$ cat config.mk
export PLATFORM = sky130hd
export DESIGN_NAME = imm_materialise
export DESIGN_NICKNAME = d
export VERILOG_FILES = /design/src/rtl/imm_materialise.sv
export SDC_FILE = /design/constraint.sdc
export NUM_CORES = 1
export LEC_CHECK = 0
export CORE_ASPECT_RATIO = 0.9
export CORE_MARGIN = 2
export CORE_UTILIZATION = 53
export CTS_BUF_LIST = sky130_fd_sc_hd__clkbuf_16
export DETAILED_ROUTE_END_ITERATION = 8
export HOLD_SLACK_MARGIN = 0.08
export PLACE_DENSITY = 0.93
export SLEW_MARGIN = 20
export SYNTH_ARGS = -nofsm -noshare
export SYNTH_HDL_FRONTEND = slang
export SYNTH_SLANG_ARGS = --single-unit
$ cat constraint.sdc
create_clock -name clk -period 3.2 [get_ports clk]
set_input_delay 0.64 -clock clk [delete_from_list [all_inputs] [get_ports clk]]
set_output_delay 0.64 -clock clk [all_outputs]
set_load 0.05 [all_outputs]
$ cat src/rtl/imm_materialise.sv
// rtl/imm_materialise.sv - emits the minimal RV32I ADDI/LUI sequence that loads a 32-bit constant into rd
// Requests are taken only in IDLE. The instruction word and last flag are registered outputs.

module imm_materialise #(
  parameter logic OPT_LUI_ONLY = 1'b1,
  parameter logic OPT_RD0_NOP  = 1'b1
) (
  input  logic        clk,
  input  logic        rst_n,
  input  logic        in_valid,
  output logic        in_ready,
  input  logic [31:0] in_value,
  input  logic [4:0]  in_rd,
  output logic        out_valid,
  input  logic        out_ready,
  output logic [31:0] out_instr,
  output logic        out_last,
  output logic        busy
);

  typedef enum logic [1:0] {
    IDLE      = 2'd0,
    EMIT_LUI  = 2'd1,
    EMIT_ADDI = 2'd2
  } state_e;

  localparam logic [31:0] NOP_INSTR   = 32'h0000_0013;
  localparam logic [6:0]  OPC_OP_IMM  = 7'b0010011;
  localparam logic [6:0]  OPC_LUI     = 7'b0110111;

  state_e      state_q, state_d;
  logic [31:0] instr_q, instr_d;
  logic        last_q, last_d;
  logic [31:0] pend_q, pend_d;

  logic [19:0] hi20;
  logic [11:0] lo12;
  logic        fits12;

  function automatic logic [31:0] enc_addi(input logic [4:0] rd, input logic [4:0] rs1,
                                           input logic [11:0] imm);
    enc_addi = {imm, rs1, 3'b000, rd, OPC_OP_IMM};
  endfunction

  function automatic logic [31:0] enc_lui(input logic [4:0] rd, input logic [19:0] imm);
    enc_lui = {imm, rd, OPC_LUI};
  endfunction

  // (value + 0x800) >> 12 reduces to adding bit 11 into the upper 20 bits; wrap is intended.
  assign hi20   = in_value[31:12] + {19'd0, in_value[11]};
  assign lo12   = in_value[11:0];
  assign fits12 = (in_value[31:11] == 21'h000000) || (in_value[31:11] == 21'h1FFFFF);

  always_comb begin
    state_d = state_q;
    instr_d = instr_q;
    last_d  = last_q;
    pend_d  = pend_q;
    case (state_q)
      IDLE: begin
        if (in_valid) begin
          if ((in_rd == 5'd0) && OPT_RD0_NOP) begin
            state_d = EMIT_ADDI;
            instr_d = NOP_INSTR;
            last_d  = 1'b1;
          end else if (fits12) begin
            state_d = EMIT_ADDI;
            instr_d = enc_addi(in_rd, 5'd0, lo12);
            last_d  = 1'b1;
          end else if ((lo12 == 12'd0) && OPT_LUI_ONLY) begin
            state_d = EMIT_LUI;
            instr_d = enc_lui(in_rd, in_value[31:12]);
            last_d  = 1'b1;
          end else begin
            state_d = EMIT_LUI;
            instr_d = enc_lui(in_rd, hi20);
            last_d  = 1'b0;
            pend_d  = enc_addi(in_rd, in_rd, lo12);
          end
        end
      end
      EMIT_LUI: begin
        if (out_ready) begin
          if (last_q) begin
            state_d = IDLE;
            instr_d = 32'd0;
            last_d  = 1'b0;
          end else begin
            state_d = EMIT_ADDI;
            instr_d = pend_q;
            last_d  = 1'b1;
          end
        end
      end
      EMIT_ADDI: begin
        if (out_ready) begin
          state_d = IDLE;
          instr_d = 32'd0;
          last_d  = 1'b0;
        end
      end
      default: begin
        state_d = IDLE;
        instr_d = 32'd0;
        last_d  = 1'b0;
      end
    endcase
  end

  always_ff @(posedge clk or negedge rst_n) begin
    if (!rst_n) begin
      state_q <= IDLE;
      instr_q <= 32'd0;
      last_q  <= 1'b0;
      pend_q  <= 32'd0;
    end else begin
      state_q <= state_d;
      instr_q <= instr_d;
      last_q  <= last_d;
      pend_q  <= pend_d;
    end
  end

  assign in_ready  = (state_q == IDLE);
  assign out_valid = (state_q == EMIT_LUI) || (state_q == EMIT_ADDI);
  assign busy      = (state_q != IDLE);
  assign out_instr = instr_q;
  assign out_last  = last_q;

endmodule
==> implementation parameters <==
Parameter                              Value

Outcome
  Status    finished clean

Die
  Die W    between 80 and 90 um
  I/O pins    77
  DIE AREA    6020 sq um
  Cell row count    25
  Height of the die    about 74 um
  Initial Util    approximately 55%
  Std-Cell Core Area    5220 sq um

Critical path
  Critical-path cell with the highest stage delay    clkdlybuf4s50_1
  Launching element type of the critical path    register
  Worst Path Arrival    2.17 ns
  Kind of capture point of the worst setup path    output pin
  Family of cells with the greatest summed delay on the critical path    buffers and inverters
  Depth of the worst register-to-register path    7
  Critical path's largest stage delay    0.90 ns
  Crit Reg-Reg Startpoint    state_q[0]
  Worst reg2reg setup slack    0.71 ns
  Cells traversed along the worst timing path    inv_1, ha_1, clkdlybuf4s50_1
  Endpoint required time on the critical path    ~2.6 ns
  Reg-to-reg critical path endpoint    out_instr[21]
  Critical path class    register to output pin
  Max FO, Critical Path    12
  Number of buffer and inverter stages on the critical path    2

Synthesis
  Sequential cell area fraction in the yosys report    41.0%
  Area of the mapped netlist    2870 sq um
  Leading post-synthesis cells by cell area    dfrtp_1 41%, nand2_1 6.1%, mux2_4 4.7%, mux2_2 3.1%, nor2_1 3.1%
  Number of flops mapped to enable cells by yosys    0
  Async set or reset register ratio after synthesis    100%
  Share of the synthesized area in the top cell type    41.0%
  Post-synth top area cell    dfrtp_1
  Number of distinct library cells after synthesis    52
  Register bit count reported by yosys    47
  Average cell area after synthesis    9.50 sq um
  Main synth FF type    dfrtp_1
  Post-Synthesis Cells    approximately 300
  Warnings from Yosys    0

Min path
  Worst hold-check path type    input port to async pin

Finish
  N_diodes    0
  Cell Count, Final, Fillers Out    443
  Final net count    around 420
  Most common cell after layout, fill and taps aside    clkdlybuf4s50_1
  Signed area change from the synthesized netlist to the final layout    34.1%
  Layout cells sized above 1    11.7%
  Number of filler instances in the final layout    around 340
  Most used cells in the layout excluding fill and tap cells    73 x clkdlybuf4s50_1, 47 x nand2_1, 47 x dfrtp_1, 24 x nor2_1, 13 x a21oi_1

Global route
  Grt total ovfl    0
  Largest net degree at the start of global routing    48
  Combined global-route utilization of all metal layers    29.6%
  Number of global-route vias before repair    2640
  Antenna violations before repair    0
  Wire length of the first global-routing pass    13400 um

STA
  Top achievable clock speed    approximately 0.36 GHz
  Least-Margin Pin Slew    0.703 ns
  Sum of negative setup slack    0 ns
  Final-report setup violation count    0
  Smallest hold slack    ~0.35 ns
  Setup repair after global routing missed its margin    no
  Period utilization    between 80 and 90%
  Final count of hold timing violations    0
  Clock period minus final worst setup slack    2.81 ns
  Tightest slew margin relative to the limit    52.8%
  Skew final    around 0.0030 ns
  Total count of max-transition violations in the final report    0

Routing
  Avg Vias per Cell    6.28
  Antenna Nets Post-Route    0
  DRC errors left    0
  Wire length per cell    18.9 um
  Total detailed-routing wirelength    8360 um
  Drt initial violations    between 200 and 250
  First-pass detailed-route iteration total    5
  Via count    2782

Clock tree
  Resized cells post-CTS    0
  Hold-fix buffer count after cts    0
  Sink count of the clock tree    47
  Number of buffers inserted during clock tree synthesis    5
  Clk slew on worst S/H paths    0.06 ns
  Latest clock arrival within the worst-skew pair    around 0.29 ns
  Max H-tree Level    2
  Clk root buf    clkbuf_16
  CTS tree    yes
  Deepest clock path buffer count    2
  Setup fix buffers added after clock tree synthesis    0

Placement
  # placed instances    435
  Post-DP HPWL    5910 um
  Quantity of I/O buffers inserted on ports    74
  Final Wtd Congestion    0.912

Power
  Power density relative to cell area    ~1000 nW/um^2
  Lkg Pwr    1.61 nW
  Peak supply drop    0.821 mV

Job
  Number of max-cap violations    0
[flip-flops by register name, summed over array words and instances, names as in the netlist]
| register | cells |
|---|---|
| state_q | 2 |
| pend_q | 18 |
| out_instr | 26 |
| out_last | 1 |
[cell usage after synthesis, drive strengths merged (4+ instances only)]
master  instances
o21ai          11
nor3            5
a21oi          13
xnor2           4
a22o            6
inv             9
mux2           17
and4            5
o221ai          5
buf             8
nor4           10
and3            5
nor2           24
ha              6
clkbuf         10
xor2            9
o31ai           4
nand3          12
a31oi           4
dfrtp          47
nand4           5
o211ai         11
nand2          47
[how the worst max path moves through the flow]
stage	endpoint	cells past startpoint	start	slack [ns]
floorplan	out_instr[22]	9	state_q[0]	0.63
global placement	pend_q[17]	8	in_value[11]	0.25
detailed placement	pend_q[18]	8	in_value[11]	0.11
CTS	in_ready	3	state_q[0]	0.39
global route	busy	4	state_q[0]	0.26
finish	in_ready	3	state_q[0]	0.39
[layout make-up]
class	count	area, sq um	share of cell area [%]
Timing Repair Buffer	83	806	20.9
Multi-Input combinational cell	229	1560	40.5
Tap cell	67	83.8	2.18
Clock inverter	3	63.8	1.66
Clock buffer	5	125	3.25
Sequential cell	47	1180	30.6
Inverter	9	33.8	0.878
[kinds of logic after synthesis]
family	count (synthesis)	share of synthesized area, %
and+or+nand+nor	122	21.7
other	1	0.131
DFF	47	41.0
xor gates and xnor gates	13	3.97
adders and majority gates	6	2.62
muxes	18	8.20
buffers and inverters	27	4.93
AOI/OAI and AO/OA	68	17.4
[stage by stage]
| step | area, sq um | power (W) | setup WS [ns] | util, % |
|---|---|---|---|---|
| after CTS | 3840 | 0.00377 | 0.393 | 73.6 |
| after floorplan | 2870 | 0.00247 | 0.627 | - |
| after global routing | 3850 | 0.00395 | 0.263 | 73.7 |
| after detailed placement | 3660 | 0.00308 | 0.114 | 70.0 |
| final | 3850 | 0.00378 | 0.391 | 73.7 |
| after global placement | 3660 | 0.00301 | 0.253 | 70.0 |
[power by group]
part / total, W / switching (W) / leakage (nW) / internal (W)
logic: 0.00208 / 0.00133 / 0.930 / 0.000753
clock network: 0.000666 / 0.000222 / 0.0952 / 0.000445
registers: 0.00103 / 0.000167 / 0.586 / 0.000859
[worst reg2reg max path, delay by kind of cell (launching register included)]
family,cells,cell delay (ns)
compound gates,3,0.80
fa+ha+maj,1,0.45
buf+inv,3,0.72
flops,1,0.41
[routing by layer]
layer | up-vias | track usage, % | share of wire, %
li1 | 1243 | - | -
met1 | 1347 | 38.5 | 41
met2 | 164 | 48.9 | 48
met3 | 28 | 6.02 | 8.2
met4 | 0 | 10.7 | 2.8
met5 | - | 0 | 0
(Power assumes the default switching activity.)
